## src/rtl/spi_slave_mode_if.sv

```systemverilog
// Pin and register-file signal bundle for spi_slave_mode.
// The slave modport is the bridge; the master modport is the board and regfile side.
interface spi_slave_mode_if #(
    parameter int ADDR_W = 4,
    parameter int DATA_W = 16
);
    logic              sclk;
    logic              mosi;
    logic              ssel;
    logic              miso;
    logic              rf_wr_en;
    logic [ADDR_W-1:0] rf_addr;
    logic [DATA_W-1:0] rf_wr_data;
    logic [DATA_W-1:0] rf_rd_data;
    logic              busy;
    logic              frame_err;

    modport slave (
        input  sclk, mosi, ssel, rf_rd_data,
        output miso, rf_wr_en, rf_addr, rf_wr_data, busy, frame_err
    );

    modport master (
        output sclk, mosi, ssel, rf_rd_data,
        input  miso, rf_wr_en, rf_addr, rf_wr_data, busy, frame_err
    );
endinterface

```

## src/rtl/spi_slave_mode.sv

```systemverilog
// SPI slave to register-file bridge, all four SPI modes, oversampled in the clk domain.
// Optional feature macro: SPI_SLAVE_BURST_EN (multi-word frames with auto-incrementing address).
module spi_slave_mode #(
    parameter int DATA_W      = 16,
    parameter int ADDR_W      = 4,
    parameter int CMD_W       = 16,
    parameter bit CPOL        = 1'b0,
    parameter bit CPHA        = 1'b0,
    parameter int SYNC_STAGES = 2
) (
    input  logic                clk,
    input  logic                nrst,
    spi_slave_mode_if.slave     bus
);

    localparam int MAX_W = (CMD_W > DATA_W) ? CMD_W : DATA_W;
    localparam int CNT_W = $clog2(MAX_W);

    typedef enum logic [1:0] {
        IDLE,
        CMD,
        DATA,
        WAIT
    } state_t;

    // Input synchronisers plus one history flop each for edge detection.
    logic [SYNC_STAGES-1:0] sclk_sync;
    logic [SYNC_STAGES-1:0] mosi_sync;
    logic [SYNC_STAGES-1:0] ssel_sync;
    logic                   sclk_prev;
    logic                   ssel_prev;

    always_ff @(posedge clk) begin
        // NOTE: sequential state always uses non-blocking assignments so every flop sees pre-edge values.
        if (!nrst) begin
            sclk_sync <= {SYNC_STAGES{CPOL}};
            mosi_sync <= '0;
            ssel_sync <= '1;
            sclk_prev <= CPOL;
            ssel_prev <= 1'b1;
        end else begin
            sclk_sync <= {sclk_sync[SYNC_STAGES-2:0], bus.sclk};
            mosi_sync <= {mosi_sync[SYNC_STAGES-2:0], bus.mosi};
            ssel_sync <= {ssel_sync[SYNC_STAGES-2:0], bus.ssel};
            sclk_prev <= sclk_sync[SYNC_STAGES-1];
            ssel_prev <= ssel_sync[SYNC_STAGES-1];
        end
    end

    logic sclk_s;
    logic mosi_s;
    logic ssel_s;
    logic lead_edge;
    logic trail_edge;
    logic sample_edge;
    logic shift_edge;
    logic ssel_fall;
    logic ssel_rise;

    assign sclk_s      = sclk_sync[SYNC_STAGES-1];
    assign mosi_s      = mosi_sync[SYNC_STAGES-1];
    assign ssel_s      = ssel_sync[SYNC_STAGES-1];
    assign lead_edge   = (sclk_s != CPOL) && (sclk_prev == CPOL);
    assign trail_edge  = (sclk_s == CPOL) && (sclk_prev != CPOL);
    assign sample_edge = CPHA ? trail_edge : lead_edge;
    assign shift_edge  = CPHA ? lead_edge : trail_edge;
    assign ssel_fall   = ssel_prev && !ssel_s;
    assign ssel_rise   = !ssel_prev && ssel_s;

    state_t            state_q;
    state_t            state_d;
    logic [CNT_W-1:0]  bit_cnt;
    logic [CMD_W-2:0]  cmd_sr;
    logic [DATA_W-2:0] rx_sr;
    logic [DATA_W-1:0] tx_sr;
    logic              miso_q;
    logic              is_write;
    logic              load_pending;
    logic [ADDR_W-1:0] rf_addr_q;
    logic [DATA_W-1:0] rf_wr_data_q;
    logic              rf_wr_en_q;
    logic              frame_err_q;
    logic              frame_err_d;
    logic              cmd_done;
    logic              word_done;
`ifdef SPI_SLAVE_BURST_EN
    logic              word_seen;
`endif

    logic [CMD_W-1:0]  cmd_next;
    logic [DATA_W-1:0] rx_next;
    logic              cmd_last;
    logic              data_last;

    assign cmd_next  = {cmd_sr, mosi_s};
    assign rx_next   = {rx_sr, mosi_s};
    assign cmd_last  = (bit_cnt == CNT_W'(CMD_W - 1));
    assign data_last = (bit_cnt == CNT_W'(DATA_W - 1));

    always_ff @(posedge clk) begin
        if (!nrst) state_q <= IDLE;
        else       state_q <= state_d;
    end

    always_comb begin
        // NOTE: every output of this block gets a default first, so no path can infer a latch.
        state_d     = state_q;
        frame_err_d = 1'b0;
        cmd_done    = 1'b0;
        word_done   = 1'b0;
        case (state_q)
            IDLE: begin
                if (ssel_fall) state_d = CMD;
            end
            CMD: begin
                if (ssel_rise) begin
                    state_d     = IDLE;
                    frame_err_d = 1'b1;
                end else if (sample_edge && cmd_last) begin
                    cmd_done = 1'b1;
                    state_d  = DATA;
                end
            end
            DATA: begin
                if (ssel_rise) begin
                    state_d = IDLE;
`ifdef SPI_SLAVE_BURST_EN
                    // Deselect between words closes a burst cleanly.
                    frame_err_d = !(word_seen && (bit_cnt == '0));
`else
                    frame_err_d = 1'b1;
`endif
                end else if (sample_edge && data_last) begin
                    word_done = 1'b1;
`ifdef SPI_SLAVE_BURST_EN
                    state_d = DATA;
`else
                    state_d = WAIT;
`endif
                end
            end
            WAIT: begin
                if (ssel_rise) state_d = IDLE;
            end
            default: state_d = IDLE;
        endcase
    end

    always_ff @(posedge clk) begin
        if (!nrst) begin
            bit_cnt      <= '0;
            cmd_sr       <= '0;
            rx_sr        <= '0;
            tx_sr        <= '0;
            miso_q       <= 1'b0;
            is_write     <= 1'b0;
            load_pending <= 1'b0;
            rf_addr_q    <= '0;
            rf_wr_data_q <= '0;
            rf_wr_en_q   <= 1'b0;
            frame_err_q  <= 1'b0;
`ifdef SPI_SLAVE_BURST_EN
            word_seen    <= 1'b0;
`endif
        end else begin
            rf_wr_en_q   <= 1'b0;
            frame_err_q  <= frame_err_d;
            load_pending <= 1'b0;
            case (state_q)
                IDLE: begin
                    if (ssel_fall) begin
                        bit_cnt  <= '0;
                        cmd_sr   <= '0;
                        rx_sr    <= '0;
                        tx_sr    <= '0;
                        miso_q   <= 1'b0;
                        is_write <= 1'b0;
`ifdef SPI_SLAVE_BURST_EN
                        word_seen <= 1'b0;
`endif
                    end
                end
                CMD: begin
                    if (cmd_done) begin
                        bit_cnt      <= '0;
                        rf_addr_q    <= cmd_next[ADDR_W-1:0];
                        is_write     <= cmd_next[CMD_W-1];
                        load_pending <= !cmd_next[CMD_W-1];
                    end else if (sample_edge) begin
                        cmd_sr  <= cmd_next[CMD_W-2:0];
                        bit_cnt <= bit_cnt + 1'b1;
                    end
                end
                DATA: begin
                    // rf_addr settled last clk, so rf_rd_data is the addressed word.
                    if (load_pending) tx_sr <= bus.rf_rd_data;
                    if (shift_edge && !is_write) begin
                        miso_q <= tx_sr[DATA_W-1];
                        tx_sr  <= {tx_sr[DATA_W-2:0], 1'b0};
                    end
                    if (word_done) begin
                        bit_cnt <= '0;
                        if (is_write) begin
                            rf_wr_en_q   <= 1'b1;
                            rf_wr_data_q <= rx_next;
                        end
`ifdef SPI_SLAVE_BURST_EN
                        rf_addr_q    <= rf_addr_q + 1'b1;
                        word_seen    <= 1'b1;
                        load_pending <= !is_write;
`endif
                    end else if (sample_edge) begin
                        rx_sr   <= rx_next[DATA_W-2:0];
                        bit_cnt <= bit_cnt + 1'b1;
                    end
                end
                default: ;
            endcase
        end
    end

    // miso is also gated by the raw select pin so it drops as soon as the master deselects.
    assign bus.miso       = (state_q == DATA) && !is_write && !bus.ssel && miso_q;
    assign bus.busy       = !ssel_s && (state_q != IDLE);
    assign bus.rf_wr_en   = rf_wr_en_q;
    assign bus.rf_addr    = rf_addr_q;
    assign bus.rf_wr_data = rf_wr_data_q;
    assign bus.frame_err  = frame_err_q;

endmodule

```

## src/flat_wrapper.sv

```systemverilog
// flat-port wrapper written by rule: the top's interface ports become plain ports
module spi_slave_mode_flat 
#(
    parameter int DATA_W      = 16,
    parameter int ADDR_W      = 4,
    parameter int CMD_W       = 16,
    parameter bit CPOL        = 1'b0,
    parameter bit CPHA        = 1'b0,
    parameter int SYNC_STAGES = 2
)
  (clk, nrst, bus_sclk, bus_mosi, bus_ssel, bus_rf_rd_data, bus_miso, bus_rf_wr_en, bus_rf_addr, bus_rf_wr_data, bus_busy, bus_frame_err);
  spi_slave_mode_if #(.ADDR_W(ADDR_W), .DATA_W(DATA_W)) bus_i ();
  input  logic clk;
  input  logic nrst;
  input wire logic [$bits(bus_i.sclk)-1:0] bus_sclk;
  input wire logic [$bits(bus_i.mosi)-1:0] bus_mosi;
  input wire logic [$bits(bus_i.ssel)-1:0] bus_ssel;
  input wire logic [$bits(bus_i.rf_rd_data)-1:0] bus_rf_rd_data;
  output wire logic [$bits(bus_i.miso)-1:0] bus_miso;
  output wire logic [$bits(bus_i.rf_wr_en)-1:0] bus_rf_wr_en;
  output wire logic [$bits(bus_i.rf_addr)-1:0] bus_rf_addr;
  output wire logic [$bits(bus_i.rf_wr_data)-1:0] bus_rf_wr_data;
  output wire logic [$bits(bus_i.busy)-1:0] bus_busy;
  output wire logic [$bits(bus_i.frame_err)-1:0] bus_frame_err;
  assign bus_i.sclk = bus_sclk;
  assign bus_i.mosi = bus_mosi;
  assign bus_i.ssel = bus_ssel;
  assign bus_i.rf_rd_data = bus_rf_rd_data;
  assign bus_miso = bus_i.miso;
  assign bus_rf_wr_en = bus_i.rf_wr_en;
  assign bus_rf_addr = bus_i.rf_addr;
  assign bus_rf_wr_data = bus_i.rf_wr_data;
  assign bus_busy = bus_i.busy;
  assign bus_frame_err = bus_i.frame_err;
  spi_slave_mode #(.DATA_W(DATA_W), .ADDR_W(ADDR_W), .CMD_W(CMD_W), .CPOL(CPOL), .CPHA(CPHA), .SYNC_STAGES(SYNC_STAGES)) u_core (.clk(clk), .nrst(nrst), .bus(bus_i));
endmodule
```

## config.mk

```make
export PLATFORM = sky130hd
export DESIGN_NAME = spi_slave_mode_flat
export DESIGN_NICKNAME = d
export VERILOG_FILES = /design/src/rtl/spi_slave_mode_if.sv /design/src/rtl/spi_slave_mode.sv /design/src/flat_wrapper.sv
export SDC_FILE = /design/constraint.sdc
export NUM_CORES = 1
export LEC_CHECK = 0
export ABC_AREA = 1
export CAP_MARGIN = 0
export CORE_ASPECT_RATIO = 2
export CORE_MARGIN = 2
export CORE_UTILIZATION = 45
export CTS_BUF_LIST = sky130_fd_sc_hd__clkbuf_8
export DETAILED_ROUTE_END_ITERATION = 8
export PLACE_DENSITY = 0.65
export SYNTH_ARGS = -nofsm -noshare
export SYNTH_HDL_FRONTEND = slang
export SYNTH_SLANG_ARGS = --single-unit
```

## constraint.sdc

```tcl
create_clock -name clk -period 3.4 [get_ports clk]
set_input_delay 0.34 -clock clk [delete_from_list [all_inputs] [get_ports clk]]
set_output_delay 0.34 -clock clk [all_outputs]
set_load 0.02 [all_outputs]
```

* Word-level counts from Yosys, hierarchy flattened
Cells that the tools add are included.
Operators by class: bitwise logic cells 2, eq/ne operators 15, order comparisons 0, reductions and logical operators 33, add/subtract/negate cells 1, multiply operators 0, muxes and demuxes 34, shifts and indexed selects 0, divide/modulo/power cells 0
Operator list (number):
- $mux 15 | 5
- $pmux 15 s2 | 2
- $mux 16 | 3
- $pmux 16 s2 | 1
- $reduce_and 3->1 | 6
- $mux 4 | 4
- $mux 2 | 6
- $ne 2x1->1 const B | 6
- $pmux 4 s3 | 1
- $reduce_and 4->1 | 3
- $logic_and 1x1->1 | 10
- $mux 1 | 9
- $ne 3x1->1 const B | 3
- $pmux 2 s4 | 1
- $reduce_and 2->1 | 3
- $reduce_bool 2->1 | 3
- $logic_not 1->1 | 5
- $add 4x1->4 const B | 1
- $eq 2x2->1 const B | 2
- $eq 4x4->1 const B | 1
- $ne 2x2->1 const B | 2
- $pmux 1 s2 | 2
- $reduce_bool 3->1 | 1
- $eq 2x1->1 const B | 1
- 3 further kinds | 4
Storage, ports and cells: memory bits (read-only) 0, bits in latches 0, bits of input ports 21, bits in registers 85, memories 0, bits in writable memories 0, output and inout port bits 24

* Depth between registers and ports, before layout
word-level depth 8, gate-level depth with buffers 12, depth with buffers taken out 10

* Worst setup path after synthesis
Ideal clock, no wire load.
path kind reg-to-output, start register u_core.state_q[0], end output port bus_miso, setup slack 1.542 ns, path buffers 2, stages on the path, launching flop included 7, arrival 1.518 ns, path through dfxtp_1 inv_1 ha_1 buf_6 clkbuf_1 nand2_1 nor3_1
On the way: longest elaborated chain between the ends 4
RTL lines:
- start, declared | line spi_slave_mode.sv:70 | state_t state_q;
- start signal, assigned | line spi_slave_mode.sv:102 | else state_q <= state_d;
- $eq 2x2->1 | line spi_slave_mode.sv:223 | assign bus.miso = (state_q == DATA) && !is_write && !bus.ssel && miso_q;
- $logic_and 1x1->1 (3 in series) | line spi_slave_mode.sv:223
- end, declared | line flat_wrapper.sv:19 | output wire logic [$bits(bus_i.miso)-1:0] bus_miso;
Every way passes these cells.

* Worst setup path after layout
Same ends and word-level chain as after synthesis.

==> metrics.txt <==
outcome finished, final reports clean; Site Rows 48; DP HPWL 6002 um; worst path cell trace inv_1 -> ha_1 -> buf_4 -> nand2_1 -> nor3_1 -> clkdlybuf4s50_1; post-layout util 0.5343; number of buffers added on ports 44; diodes inserted 0; Post-Syn Area 4015 sq um; commonest cells after routing, fill and taps aside 162 x nand2_1, 85 x dfxtp_1, 77 x nor2_1; Post-synth ARST share 0; CTS Hold Buffers Added 0; power share of the clock group 0.184; Comb pwr share 0.434; WP buf/inv 3; Initial Util 0.4643; Seq cells post-synth 85; Avg WL per Cell 12.20 um; first-pass GRT wire length 15010 um; GRT Residual Overflow 0; RSZ-0062 raised after global routing no; Hold WC Path Type reg -> reg; vias per cell 4.979; number of global-route vias before repair 3417; H-tree levels 3; Final #Nets 637; CTS tree built; P_int 0.001964 W; prevailing post-synth register cell dfxtp_1; antenna viol nets, final 0; Psw 0.001507 W; antenna violations before repair 0; worst stage delay on the critical path 640 ps; Power Density 751.3 nW/um^2; setup TNS 0 ps; fmax 405.1 MHz; Syn Area/Cell 6.935 sq um; CP endpoint kind output port; Worst setup SP type register; Fillers 919; Max VDD drop 0.4801 mV; final worst-path cycle share 0.7261; cell family with most CP delay buffers and inverters; Arrival @ worst endpoint 2130 ps; CTS clk-pin slew, worst paths 80 ps; Crit Path Category reg -> out; DIE HEIGHT 137.6 um; Tmin final 2469 ps; GPL Wtd Cong 0.8484; Leak 2.056 nW; Final Max Tran Viols 0; layout cells sized above 1 0.07967; Slew @ Worst Pin 862.0 ps; maxcap violations 0; post-CTS resize count 0; DRC 0; Seq pwr share 0.382; most common cell after layout, fill and taps aside nand2_1; IO Count 45; Clock Skew 9.680 ps; Final Hold Fails 0; core area 8648 sq um; largest fanout on the critical path 19; via count 3560; relative slew slack 0.4247; largest net degree at the start of global routing 45; TritonRoute pass-1 iters 6; register area share after synthesis 0.4238; DR iter-0 viols 119; switching share of total power 0.4342; syn nets 606; slowest stage cell, crit path clkdlybuf4s50_1; Synthesis Warnings 0; gr usage total 0.1921; Worst-Skew Late Latency 360 ps; P&R area growth vs syn 15.08%; clock tree buffer depth 2; Synth Instances 579; area of the multi-input gates 1904 sq um; chip width 70.79 um; Num CTS Buffers 9; endpoints failing setup 0; root buf cell clkbuf_8; number of synthesized flops with an enable pin 0; Total Wirelength 8725 um; Synth cell types 28; Die ar. 9740 sq um; register area 1702 sq um; WP data required 3060 ps; Num Clock Sinks 85; Post-CTS Setup Bufs 0
per-layer routing:
metal	vias to the layer above	track usage	wire, um
met3	21	0.03950	317
li1	1867	-	-
met5	-	0	0
met1	1600	0.2043	3621
met2	72	0.3494	4512
met4	0	0.1017	274
per-stage QoR:
step	power [W]	instance area [sq um]	hold WS, ps	cells	worst slack [ps]
after global placement	0.002812	4446	401.5	699	1195
after detailed placement	0.002858	4446	400.9	699	1074
after CTS	0.003498	4621	420.5	715	925.4
after global routing	0.003798	4621	451.1	715	755.3
after floorplan	0.002633	4015	390.5	579	1542
final	0.003472	4621	417.0	715	931.3
logic make-up (layout without fill, tap and decap cells):
| kind of cell | count (synthesis) | in the layout | synth area share |
|---|---|---|---|
| flops | 85 | 85 | 0.4238 |
| compound gates | 72 | 72 | 0.09286 |
| buf+inv | 92 | 128 | 0.1019 |
| simple gates | 324 | 324 | 0.3627 |
| fa+ha+maj | 6 | 6 | 0.01870 |
power groups by stage:
stage	Sequential, W	Combinational, W	Clock, W
2_1_floorplan	0.00131	0.00132	0
3_5_place_dp	0.00135	0.00151	0
5_1_grt	0.00135	0.00174	0.000704
6_report	0.00132	0.00151	0.000639
3_3_place_gp	0.00134	0.00148	0
4_1_cts	0.00132	0.00152	0.000658
sequential cells by signal, indices dropped and copies added (netlist names), 2 cells and up:
register,count
u_core.bus.rf_wr_data,16
u_core.tx_sr,16
u_core.cmd_sr,15
u_core.rx_sr,15
u_core.bit_cnt,4
u_core.bus.rf_addr,4
u_core.mosi_sync,2
u_core.sclk_sync,2
u_core.ssel_sync,2
u_core.state_q,2
path summary, 6_finish.rpt:
path,to,cells after the start,slack (ps),from
worst max-delay path,bus_miso,6,930,u_core.state_q[0]
worst min-delay path,u_core.sclk_sync[1],2,420,u_core.sclk_sync[0]
worst max register to register,u_core.cmd_sr[4],8,1110,u_core.state_q[1]
worst min register to register,u_core.sclk_sync[1],2,420,u_core.sclk_sync[0]
Yosys cell counts (3+ instances only):
library cell | instances | area share
nand2_1 | 162 | 0.15
dfxtp_1 | 85 | 0.42
nor2_1 | 77 | 0.072
a21oi_1 | 61 | 0.076
inv_1 | 59 | 0.055
nand3_1 | 46 | 0.057
nand3b_1 | 14 | 0.026
clkbuf_1 | 11 | 0.010
buf_2 | 9 | 0.011
o21ai_0 | 7 | 0.0087
buf_6 | 6 | 0.017
ha_1 | 6 | 0.019
nand2_2 | 5 | 0.0078
inv_2 | 4 | 0.0037
nor2_4 | 4 | 0.011
nor2_2 | 3 | 0.0047
nor3_1 | 3 | 0.0037
or2_2 | 3 | 0.0047
area by class of cell:
type,count,share of cell area
Clock buffer,9,0.02681
Clock inverter,7,0.01110
Inverter,63,0.05118
Multi-Input combinational cell,402,0.4121
Sequential cell,85,0.3683
Tap cell,100,0.02708
Timing Repair Buffer,49,0.1034
worst reg2reg max path, delay by kind of cell (launching register included):
| kind | cells | cell delay (ps) |
|---|---|---|
| flops | 1 | 350 |
| buf+inv | 1 | 110 |
| simple gates | 5 | 990 |
| compound gates | 1 | 60 |
| fa+ha+maj | 1 | 610 |
No activity file was read; power rests on OpenSTA's default activity.
